## config.mk

```make
export PLATFORM = sky130hd
export DESIGN_NAME = dbm_memrd_ctl
export DESIGN_NICKNAME = d
export VERILOG_FILES = /design/src/rtl/dbm_memrd_ctl_pkg.sv /design/src/rtl/dbm_memrd_ctl_nxm_timer.sv /design/src/rtl/dbm_memrd_ctl.sv
export SDC_FILE = /design/constraint.sdc
export NUM_CORES = 1
export LEC_CHECK = 0
export ABC_AREA = 1
export BUFFER_PORTS_ARGS = -buffer_cell sky130_fd_sc_hd__buf_4
export CELL_PAD_IN_SITES_DETAIL_PLACEMENT = 0
export CELL_PAD_IN_SITES_GLOBAL_PLACEMENT = 1
export CORE_MARGIN = 3
export CORE_UTILIZATION = 35
export CTS_BUF_LIST = sky130_fd_sc_hd__clkbuf_16
export CTS_CLUSTER_DIAMETER = 50
export DETAILED_ROUTE_END_ITERATION = 7
export PLACE_DENSITY_LB_ADDON = 0.1
export SYNTH_ARGS = -nofsm -noshare
export SYNTH_HDL_FRONTEND = slang
export SYNTH_SLANG_ARGS = --single-unit
```

## constraint.sdc

```tcl
create_clock -name clk -period 4.6 [get_ports clk]
set_clock_uncertainty 0.2 [all_clocks]
set_input_delay 0.92 -clock clk [delete_from_list [all_inputs] [get_ports clk]]
set_output_delay 0.92 -clock clk [all_outputs]
set_load 0.02 [all_outputs]
```

## src/rtl/dbm_memrd_ctl_pkg.sv

```systemverilog
`default_nettype none
// ============================================================================
// Module  : ks10_memrd_pkg
// Brief   : Shared state encoding and timer constants for the DBM memory-read
//           sequencer.
// Revision: 1.0 - initial release
// ============================================================================
package ks10_memrd_pkg;

  typedef enum logic [1:0] {
    S_IDLE = 2'd0,
    S_REQ  = 2'd1,
    S_WAIT = 2'd2,
    S_DONE = 2'd3
  } state_t;

  localparam int c_nxm_timeout_dflt = 255;
  localparam int c_timer_w          = 8;

endpackage
`default_nettype wire

```

## src/rtl/dbm_memrd_ctl_nxm_timer.sv

```systemverilog
`default_nettype none
// ============================================================================
// Module  : memrd_nxm_timer
// Brief   : Counts cycles of an outstanding read and flags the timeout cycle.
// Revision: 1.0 - initial release
// ============================================================================
module memrd_nxm_timer
  import ks10_memrd_pkg::*;
#(
  parameter int NXM_TIMEOUT = c_nxm_timeout_dflt
) (
  input  logic clk,
  input  logic rst_n,
  input  logic clear,
  input  logic run,
  output logic expire
);

  logic [c_timer_w-1:0] r_count;

  always_ff @(posedge clk or negedge rst_n) begin
    if (!rst_n)      r_count <= '0;
    else if (clear)  r_count <= '0;
    else if (run)    r_count <= r_count + 1'b1;
  end

  // Fires in the cycle whose closing edge would bring the count to NXM_TIMEOUT.
  assign expire = run && (r_count == c_timer_w'(NXM_TIMEOUT - 1));

endmodule
`default_nettype wire

```

## src/rtl/dbm_memrd_ctl.sv

```systemverilog
`default_nettype none
// ============================================================================
// Module  : dbm_memrd_ctl
// Brief   : Memory-read sequencer feeding the DBM MEM source; optional NXM
//           timeout enabled by macro KS10_MEMRD_NXM_EN.
// Revision: 1.0 - initial release
// ============================================================================
module dbm_memrd_ctl
  import ks10_memrd_pkg::*;
#(
  parameter int NXM_TIMEOUT = c_nxm_timeout_dflt
) (
  input  logic        clk,
  input  logic        rst_n,
  input  logic        memREQ,
  input  logic        memABORT,
  input  logic        busGRANT,
  input  logic        busDATAV,
  input  logic [35:0] busDATAI,
  input  logic        nxmCLR,
  output logic        busREQ,
  output logic [35:0] memDATA,
  output logic        memBUSY,
  output logic        memDONE,
  output logic        memNXM
);

  state_t      r_state;
  state_t      w_next;
  logic        w_load;
  logic        w_nxm_load;
  logic        w_start;
  logic        w_expire;
  logic [35:0] r_data;

  always_ff @(posedge clk or negedge rst_n) begin
    if (!rst_n) r_state <= S_IDLE;
    else        r_state <= w_next;
  end

  // Abort outranks data, grant and timeout; data outranks timeout.
  always_comb begin
    w_next     = r_state;
    w_load     = 1'b0;
    w_nxm_load = 1'b0;
    w_start    = 1'b0;
    case (r_state)
      S_IDLE: begin
        if (memREQ && !memABORT) begin
          w_next  = S_REQ;
          w_start = 1'b1;
        end
      end
      S_REQ: begin
        if (memABORT) begin
          w_next = S_IDLE;
        end else if (busGRANT && busDATAV) begin
          w_next = S_DONE;
          w_load = 1'b1;
        end else if (w_expire) begin
          w_next     = S_DONE;
          w_nxm_load = 1'b1;
        end else if (busGRANT) begin
          w_next = S_WAIT;
        end
      end
      S_WAIT: begin
        if (memABORT) begin
          w_next = S_IDLE;
        end else if (busDATAV) begin
          w_next = S_DONE;
          w_load = 1'b1;
        end else if (w_expire) begin
          w_next     = S_DONE;
          w_nxm_load = 1'b1;
        end
      end
      S_DONE: begin
        if (memREQ && !memABORT) begin
          w_next  = S_REQ;
          w_start = 1'b1;
        end else begin
          w_next = S_IDLE;
        end
      end
      default: w_next = S_IDLE;
    endcase
  end

  always_ff @(posedge clk or negedge rst_n) begin
    if (!rst_n)          r_data <= '0;
    else if (w_load)     r_data <= busDATAI;
    else if (w_nxm_load) r_data <= '0;
  end

  assign memDATA = r_data;
  assign memBUSY = (r_state == S_REQ) || (r_state == S_WAIT);
  assign busREQ  = memBUSY;
  assign memDONE = (r_state == S_DONE);

`ifdef KS10_MEMRD_NXM_EN
  logic r_nxm;

  memrd_nxm_timer #(
    .NXM_TIMEOUT (NXM_TIMEOUT)
  ) u_nxm_timer (
    .clk    (clk),
    .rst_n  (rst_n),
    .clear  (w_start),
    .run    (memBUSY),
    .expire (w_expire)
  );

  always_ff @(posedge clk or negedge rst_n) begin
    if (!rst_n)          r_nxm <= 1'b0;
    else if (w_nxm_load) r_nxm <= 1'b1;
    else if (nxmCLR)     r_nxm <= 1'b0;
  end

  assign memNXM = r_nxm;
`else
  logic w_unused;

  assign w_expire = 1'b0;
  assign memNXM   = 1'b0;
  assign w_unused = nxmCLR ^ (NXM_TIMEOUT == 0);
`endif

endmodule
`default_nettype wire

```

-- Word-level counts from Yosys, hierarchy flattened
Index checks and enable logic that the tools add are counted.
- register bits after elaboration: 38
- bits in latches: 0
- bits in writable memories: 0
- bits in read-only memories: 0
- memories kept: 0
- add/subtract/negate cells: 0
- multiply operators: 0
- divide/modulo/power cells: 0
- $lt $le $gt $ge: 0
- equality and inequality tests: 6
- shift operators: 0
- multiplexer cells: 14
- bitwise operators: 0
- reductions and logical operators: 6
- operators by type and width (operator ; count):
    $mux W36 ; 1
    $mux W2 ; 6
    $pmux W2 S4 ; 1
    $mux W1 ; 5
    $eq A2 B2 Y1 const B ; 2
    $ne A4 B4 Y1 const B ; 1
    $ne A3 B3 Y1 const B ; 1
    $reduce_and A3 Y1 ; 1
    $eq A2 B1 Y1 const B ; 1
    $logic_and A1 B1 Y1 ; 2
    $logic_not A2 Y1 ; 1
    $ne A2 B2 Y1 const B ; 1
    $pmux W1 S2 ; 1
    $logic_not A1 Y1 ; 1
    $logic_or A1 B1 Y1 ; 1

-- Logic depth before layout (Yosys ltp)
Gate-level depths: netlist (run 1).
- depth after elaboration: 5
- depth in mapped cells: 8
- mapped depth without buffers: 8

-- Worst setup path before layout (run 1)
No wires, ideal clock.
- kind: flip-flop to output port
- from: register r_state[0]
- to: output memBUSY
- data arrival time: 1.071 ns
- data required time: 3.480 ns
- path slack: 2.409 ns
- cell stages (with the launch flop): 4
- path buffers: 1
- path through: dfrtp_1 > inv_1 > ha_1 > buf_4
- longest elaborated chain between the ends: 2
- elaborated cells between the ends (all ways): 3
- ends and longest elaborated chain (item ; RTL line ; RTL):
    from (decl) ; dbm_memrd_ctl.sv:28 ; state_t r_state;
    from (signal assigned) ; dbm_memrd_ctl.sv:38 ; else r_state <= w_next;
    $eq A2 B1 Y1 or $eq A2 B2 Y1 (tied branches) ; dbm_memrd_ctl.sv:97 ; assign memBUSY = (r_state == S_REQ) || (r_state == S_WAIT);
    $logic_or A1 B1 Y1 * ; dbm_memrd_ctl.sv:97 ;
    to (decl) ; dbm_memrd_ctl.sv:23 ; output logic memBUSY,
Every way passes the cells marked *; elsewhere a longest branch is shown, timed or not.

-- Final worst setup path (run 1)
Same ends and word-level chain as after synthesis.

==> results of run 1 <==
[cells in the final DEF (no fill, tap or decap)]
master	n
sky130_fd_sc_hd__inv_2	1
sky130_fd_sc_hd__o21ai_0	1
sky130_fd_sc_hd__nor2_1	3
sky130_fd_sc_hd__a21oi_1	1
sky130_fd_sc_hd__nand2_1	84
sky130_fd_sc_hd__clkbuf_16	5
sky130_fd_sc_hd__bufinv_16	1
sky130_fd_sc_hd__buf_4	82
sky130_fd_sc_hd__ha_1	7
sky130_fd_sc_hd__inv_1	9
sky130_fd_sc_hd__dfrtp_1	38
sky130_fd_sc_hd__a21oi_4	1
sky130_fd_sc_hd__nand3_1	41
sky130_fd_sc_hd__nand2_4	1
sky130_fd_sc_hd__conb_1	1
[per-stage QoR]
| step | instances | hold slack [ps] | total power, mW | worst slack (ps) |
|---|---|---|---|---|
| floorplan | 198 | 320 | 1.08 | 2410 |
| global placement | 333 | 255 | 1.45 | 1990 |
| detailed placement | 333 | 260 | 1.45 | 1980 |
| CTS | 341 | 274 | 1.84 | 1670 |
| global route | 341 | 289 | 1.94 | 1560 |
| finish | 341 | 270 | 1.81 | 1710 |
[layer usage]
metal | track usage | vias up | routed length, um
li1 | - | 777 | -
met3 | 0.0473 | 4 | 313
met1 | 0.182 | 688 | 1890
met4 | 0.0435 | 0 | 29
met2 | 0.244 | 56 | 1970
met5 | 0 | - | 0
[final cells by class]
class / instances / area (um2)
Clock buffer: 5 / 125
Clock inverter: 3 / 37.5
Fill cell: 450 / 2060
Inverter: 8 / 30.0
Multi-Input combinational cell: 140 / 661
Sequential cell: 38 / 951
Tap cell: 65 / 81.3
Timing Repair Buffer: 82 / 616
[flip-flops by register name, summed over array words and instances (netlist names)]
name,count
r_state,2
memDATA,36
[final timing paths]
kind	startpoint	end	slack [ps]	cells past startpoint
worst max-delay path	r_state[0]	memBUSY	1710	3
worst min-delay path	memDATA[16]	memDATA[16]	270	2
worst max register to register	r_state[0]	memDATA[28]	2170	6
worst min register to register	memDATA[16]	memDATA[16]	270	2
max in group asynchronous	rst_n	memDATA[19]	3440	1
min in group asynchronous	rst_n	memDATA[10]	400	1
[worst max-delay path, cell delays in order (launching register included)]
cell and delay (ps):
sky130_fd_sc_hd__dfrtp_1 410, sky130_fd_sc_hd__inv_1 120, sky130_fd_sc_hd__ha_1 710, sky130_fd_sc_hd__buf_4 250
[power breakdown]
group          internal, mW  switching (mW)
Combinational         0.334           0.509
Clock                 0.251           0.123
Sequential            0.498          0.0936
[kinds of logic (layout without fill, tap and decap cells)]
kind of cell | count (synthesis) | in the layout | share of synthesized area
AND/OR/NAND/NOR | 129 | 129 | 0.314
flip-flops | 38 | 38 | 0.549
AO/OA/AOI/OAI | 3 | 3 | 0.0152
adder cells (fa/ha/maj) | 7 | 7 | 0.0506
other | 1 | 1 | 0.00217
buffers and inverters | 20 | 98 | 0.0694
==> key figures, run 1 <==
Drt
  • Aggregate routed wire length: 4.20 mm
  • Total number of vias: 1525
  • Via/cell ratio: 4.47
  • 1st-pass router iterations: 4
  • WL per Instance: 12.3 um
  • Post-detailed-route count of antenna-violating nets: 0
  • Number of DRC markers after the initial detailed-route iteration: 85
  • DRC violations left: 0

CTS
  • Number of hold buffers added after CTS: 0
  • Post-CTS Setup Inserts: 0
  • Clk Latency, worst-skew pair: 270 ps
  • Clock slew at reported path FFs: 60 ps
  • Buffer type at the clock tree root: sky130_fd_sc_hd__clkbuf_16
  • Quantity of gates resized following cts: 0
  • TritonCTS clock tree: yes
  • Number of buffers inserted during clock tree synthesis: 5
  • Buffer levels on the longest clock path: 2
  • H-tree depth: 2
  • Clock sink count: 38

Floorplan
  • Die Wd: 76.3 um
  • Count of standard-cell rows: 24
  • Starting utilization of the core area: 0.379
  • Die Footprint: 5830 um2
  • Placeable Area: 4560 um2
  • Ports: 83
  • Y dimension of the die: 76.3 um

Synthesis
  • Number of synthesis warnings: 0
  • Post-synth design cell area: 1730 um2
  • Most instantiated library cell after synthesis: sky130_fd_sc_hd__nand2_1
  • Synthesized area divided by synthesized cell count: 8.75 um2
  • Most common flop cell mapped by yosys: sky130_fd_sc_hd__dfrtp_1
  • Number of unique standard cell types used by synthesis: 16
  • Syn Nets: 248
  • Largest area contributor in the synthesized netlist: sky130_fd_sc_hd__dfrtp_1
  • Share of the synthesized area in the top cell type: 0.549
  • Synthesized netlist cell count: 198
  • Largest cells by area after synthesis: sky130_fd_sc_hd__dfrtp_1, sky130_fd_sc_hd__nand2_1, sky130_fd_sc_hd__nand3_1
  • Synthesized flop and latch total: 38
  • Number of synthesized flops with an enable pin: 0
  • Top cell types by occurrence after synthesis: sky130_fd_sc_hd__nand2_1, sky130_fd_sc_hd__nand3_1, sky130_fd_sc_hd__dfrtp_1, sky130_fd_sc_hd__ha_1, sky130_fd_sc_hd__inv_1
  • Sequential area share after synthesis: 0.549
  • Async S/R FF share, synth: 1.00

Job
  • Max-cap violation count: 0

Min path
  • Worst min-delay path class: reg -> reg

Placement
  • Post-detailed-placement cell area: 2340 um2
  • Final Wtd Congestion: 0.738
  • Number of buffer cells added on primary ports: 80
  • Detailed placer's ending HPWL: 2.87 mm

Finish
  • Nets: 325
  • Fin area: 2500 um2
  • Area delta synth->final: 44.4%
  • Post-layout util: 0.548
  • Fraction of final layout cells sized beyond drive strength 1: 0.330
  • Number of antenna diodes: 0

Critical path
  • Crit path DAT: 1770 ps
  • Kind of end point of the critical path: output pin
  • Critical Path Source Type: flip-flop
  • Crit path required time: 3480 ps
  • Kind of critical path: reg -> out
  • Largest driver fanout on the critical path: 18

Timing
  • Final critical delay including setup and external delays: 2890 ps
  • Achievable frequency: 346 MHz
  • Setup TNS: 0 ps
  • Relative slew slack: 0.585
  • Slew at the pin with the worst max-slew slack: 622 ps
  • Unrepaired setup endpoints after global routing: false
  • Final count of negative-setup-slack endpoints: 0
  • Final-report max-slew violation count: 0
  • Number of failing hold endpoints at the final stage: 0
  • Period Utilization, post-route: 0.628

Global routing
  • Wire length of the first global-routing pass: 6.97 mm
  • Residual overflow from global routing: 0
  • Vias in the first global route: 1471
  • Maximum number of pins on one net before global-route repair: 39
  • Antenna violations before repair: 0
  • Total routing resource utilization after global routing: 0.147

Power
  • Cell area power density: 723 nW/um2
  • Static leakage: 1.43 nW
  • Peak supply drop: 0.328 mV

Run status
  • Outcome: completed
No activity file was read; power rests on OpenSTA's default activity.
==> run 2, diff against run 1 <==
--- a/config.mk
+++ b/config.mk
@@ -10,7 +10,7 @@
 export CELL_PAD_IN_SITES_DETAIL_PLACEMENT = 0
 export CELL_PAD_IN_SITES_GLOBAL_PLACEMENT = 1
 export CORE_MARGIN = 3
-export CORE_UTILIZATION = 35
+export CORE_UTILIZATION = 29
 export CTS_BUF_LIST = sky130_fd_sc_hd__clkbuf_16
 export CTS_CLUSTER_DIAMETER = 50
 export DETAILED_ROUTE_END_ITERATION = 7
==> constraint.sdc (replaced) <==
create_clock -name clk -period 2.4 [get_ports clk]
set_clock_uncertainty 0.2 [all_clocks]
set_input_delay 0.48 -clock clk [delete_from_list [all_inputs] [get_ports clk]]
set_output_delay 0.48 -clock clk [all_outputs]
set_load 0.02 [all_outputs]
==> run 2 against run 1 <==
Sequential share of layout area shrank 0.45 points. Wire length grew 8.9%. Register-to-register slack lost 1700 ps. Combinational power grew 96%. First-iteration DRC count shrank 1.2%. Non-clock buffer count grew 3. Cell count grew 2.6%. Global-route usage shrank 1.5 points. Critical endpoint unchanged. Largest power group unchanged. Highest routed layer unchanged.
==> key figures, run 2 (synthesis gave the netlist of run 1 again) <==
Run status
  • Outcome: completed

Placement
  • Detailed placer's ending HPWL: 3.19 mm (+11%)
  • Number of buffer cells added on primary ports: 80 (unchanged)
  • Pre-CTS worst setup slack: 416 ps (-1560 ps)
  • Placed cell count: 342 (+2.7%)
  • Final Wtd Congestion: 0.773 (+4.7%)

Power
  • Switching power: 1.40 mW (+94%)
  • Static leakage: 1.44 nW (+0.37%)
  • Sequential fraction of design power: 0.325 (-0.002)
  • Internal power of the cells: 2.09 mW (+93%)
  • Peak supply drop: 0.552 mV (+68%)
  • Combinational share of power: 0.471 (+0.005)
  • Post-layout power: 3.50 mW (+93%)
  • Switching share of power: 0.402 (+0.000677)
  • Clock network power share: 0.204 (-0.003)
  • Cell area power density: 1380 nW/um2 (+91%)

Drt
  • Length of routed met3 wiring: 324 um (+3.5%)
  • Total number of vias: 1531 (+0.39%)
  • WL per Instance: 13.1 um (+6.1%)
  • Aggregate routed wire length: 4.58 mm (+8.9%)
  • 1st-pass router iterations: 5 (+1)
  • DRC violations left: 0 (unchanged)
  • Via/cell ratio: 4.37 (-2.2%)
  • Sum of routed wire segments on met1: 2.00 mm (+5.6%)
  • Post-detailed-route count of antenna-violating nets: 0 (unchanged)
  • Top routing layer used: met4
  • Number of DRC markers after the initial detailed-route iteration: 84 (-1.2%)
  • Amount of wire on met2 after detailed routing: 2.23 mm (+13%)

Critical path
  • Critical Path Source Type: flip-flop
  • Worst reg-to-reg path cell count: 5 (-1)
  • Setup slack on the worst flop-to-flop path: 450 ps (-1720 ps)
  • Kind of end point of the critical path: output pin
  • Worst R2R End: memDATA[2]
  • Largest driver fanout on the critical path: 11 (-7)
  • Kind of critical path: reg -> out
  • Crit path required time: 1720 ps (-1760 ps)
  • Crit path DAT: 1580 ps (-190 ps)
  • Launching point of the worst reg2reg path: r_state[0]

CTS
  • TritonCTS clock tree: yes
  • Clock sink count: 38 (unchanged)
  • Number of buffers inserted during clock tree synthesis: 5 (unchanged)
  • Clock slew at reported path FFs: 60 ps (about the same)
  • Post-CTS Setup Inserts: 0 (unchanged)
  • Buffer type at the clock tree root: sky130_fd_sc_hd__clkbuf_16
  • H-tree depth: 2 (unchanged)
  • Buffer levels on the longest clock path: 2 (unchanged)
  • Clk Latency, worst-skew pair: 270 ps (about the same)

Timing
  • Final count of negative-setup-slack endpoints: 0 (unchanged)
  • Setup TNS: 0 ps (unchanged)
  • Unrepaired setup endpoints after global routing: false
  • Period Utilization, post-route: 0.943
  • Final worst-path setup slack: 138 ps (-1570 ps)
  • Number of failing hold endpoints at the final stage: 0 (unchanged)
  • Achievable frequency: 442 MHz
  • Final-report max-slew violation count: 0 (unchanged)
  • Final critical delay including setup and external delays: 2260 ps

Floorplan
  • Placeable Area: 5640 um2 (+24%)
  • Y dimension of the die: 83.3 um (+9.1%)
  • Count of standard-cell rows: 27 (+13%)
  • Ports: 83 (unchanged)
  • Starting utilization of the core area: 0.307 (-0.0724)
  • Die Footprint: 6930 um2 (+19%)
  • Die Wd: 83.3 um (+9.1%)

Min path
  • Hold wc startpoint: busDATAI[24]
  • Worst hold path cell count: 3 (+1)
  • Hold EP: memDATA[24]
  • Worst min-delay path class: in -> reg

Finish
  • Filler cells: 582 (+29%)
  • Highest-count cells in the layout ignoring fill and taps: sky130_fd_sc_hd__nand2_1, sky130_fd_sc_hd__buf_4, sky130_fd_sc_hd__nand3_1
  • Final std cells w/o fill: 350 (+2.6%)
  • Total area of multi-input combinational cells: 661 um2 (unchanged)
  • Fraction of final layout cells sized beyond drive strength 1: 0.335 (+0.00482)
  • FF+latch area: 951 um2 (unchanged)
  • Nets: 328 (+0.92%)
  • Number of flip-flops under the largest register name: 36 (unchanged)
  • Area delta synth->final: 46.2%
  • Number of antenna diodes: 0 (unchanged)

Global routing
  • Wire length of the first global-routing pass: 7.50 mm (+7.6%)
  • Maximum number of pins on one net before global-route repair: 39 (unchanged)
  • Residual overflow from global routing: 0 (unchanged)
  • Antenna violations before repair: 0 (unchanged)
  • Total routing resource utilization after global routing: 0.132 (-0.0147)
  • Vias in the first global route: 1538 (+4.6%)

Job
  • Max-cap violation count: 0 (unchanged)
run 2: final cells by class:
type / count / share of cell area
repair buffers: 85 / 0.253
inverters: 8 / 0.0119
multi-input cells: 140 / 0.261
clock inverters: 2 / 0.0133
well taps: 72 / 0.0356
clock buffers: 5 / 0.0494
flip-flops and latches: 38 / 0.376
run 2: stage by stage:
| step | cell area (um2) | utilization | hold slack [ps] |
|---|---|---|---|
| 2_1_floorplan | 1730 | - | -15.6 |
| 3_3_place_gp | 2360 | 0.419 | 256 |
| 3_5_place_dp | 2360 | 0.419 | 259 |
| 4_1_cts | 2530 | 0.449 | 228 |
| 5_1_grt | 2530 | 0.449 | 240 |
| 6_report | 2530 | 0.449 | 233 |
run 2: how the worst max path moves through the flow:
stage                    start          to  depth (start not counted)
finish              r_state[0]     memBUSY                          3
global route        r_state[0]     memBUSY                          3
detailed placement  r_state[0]     memBUSY                          3
global placement    r_state[0]     memBUSY                          3
floorplan           r_state[0]  memDATA[0]                          7
CTS                 r_state[0]     memBUSY                          3
run 2: worst max-delay path, cell delays in order, from the launching register on:
cell                      delay [ps]
sky130_fd_sc_hd__dfrtp_1         420
sky130_fd_sc_hd__inv_1           120
sky130_fd_sc_hd__ha_1            550
sky130_fd_sc_hd__buf_4           220
run 2: what timing repair did:
action                    in CTS  in global routing
hold buffers                   1                  0
resized for setup              0                  0
hold endpoints to repair      16                  0
run 2: power by group through the flow:
stage | registers, mW | logic [mW] | clock network, mW
after floorplan | 1.50 | 0.579 | 0
after global placement | 1.14 | 1.66 | 0
after detailed placement | 1.14 | 1.68 | 0
after CTS | 1.14 | 1.68 | 0.738
after global routing | 1.17 | 1.80 | 0.763
final | 1.13 | 1.65 | 0.713
run 2: routing by layer:
| layer | GRT usage | vias up |
|---|---|---|
| met1 | 0.170 | 698 |
| met3 | 0.0417 | 2 |
| met2 | 0.214 | 52 |
| li1 | - | 779 |
| met4 | 0.0357 | 0 |
| met5 | 0 | - |
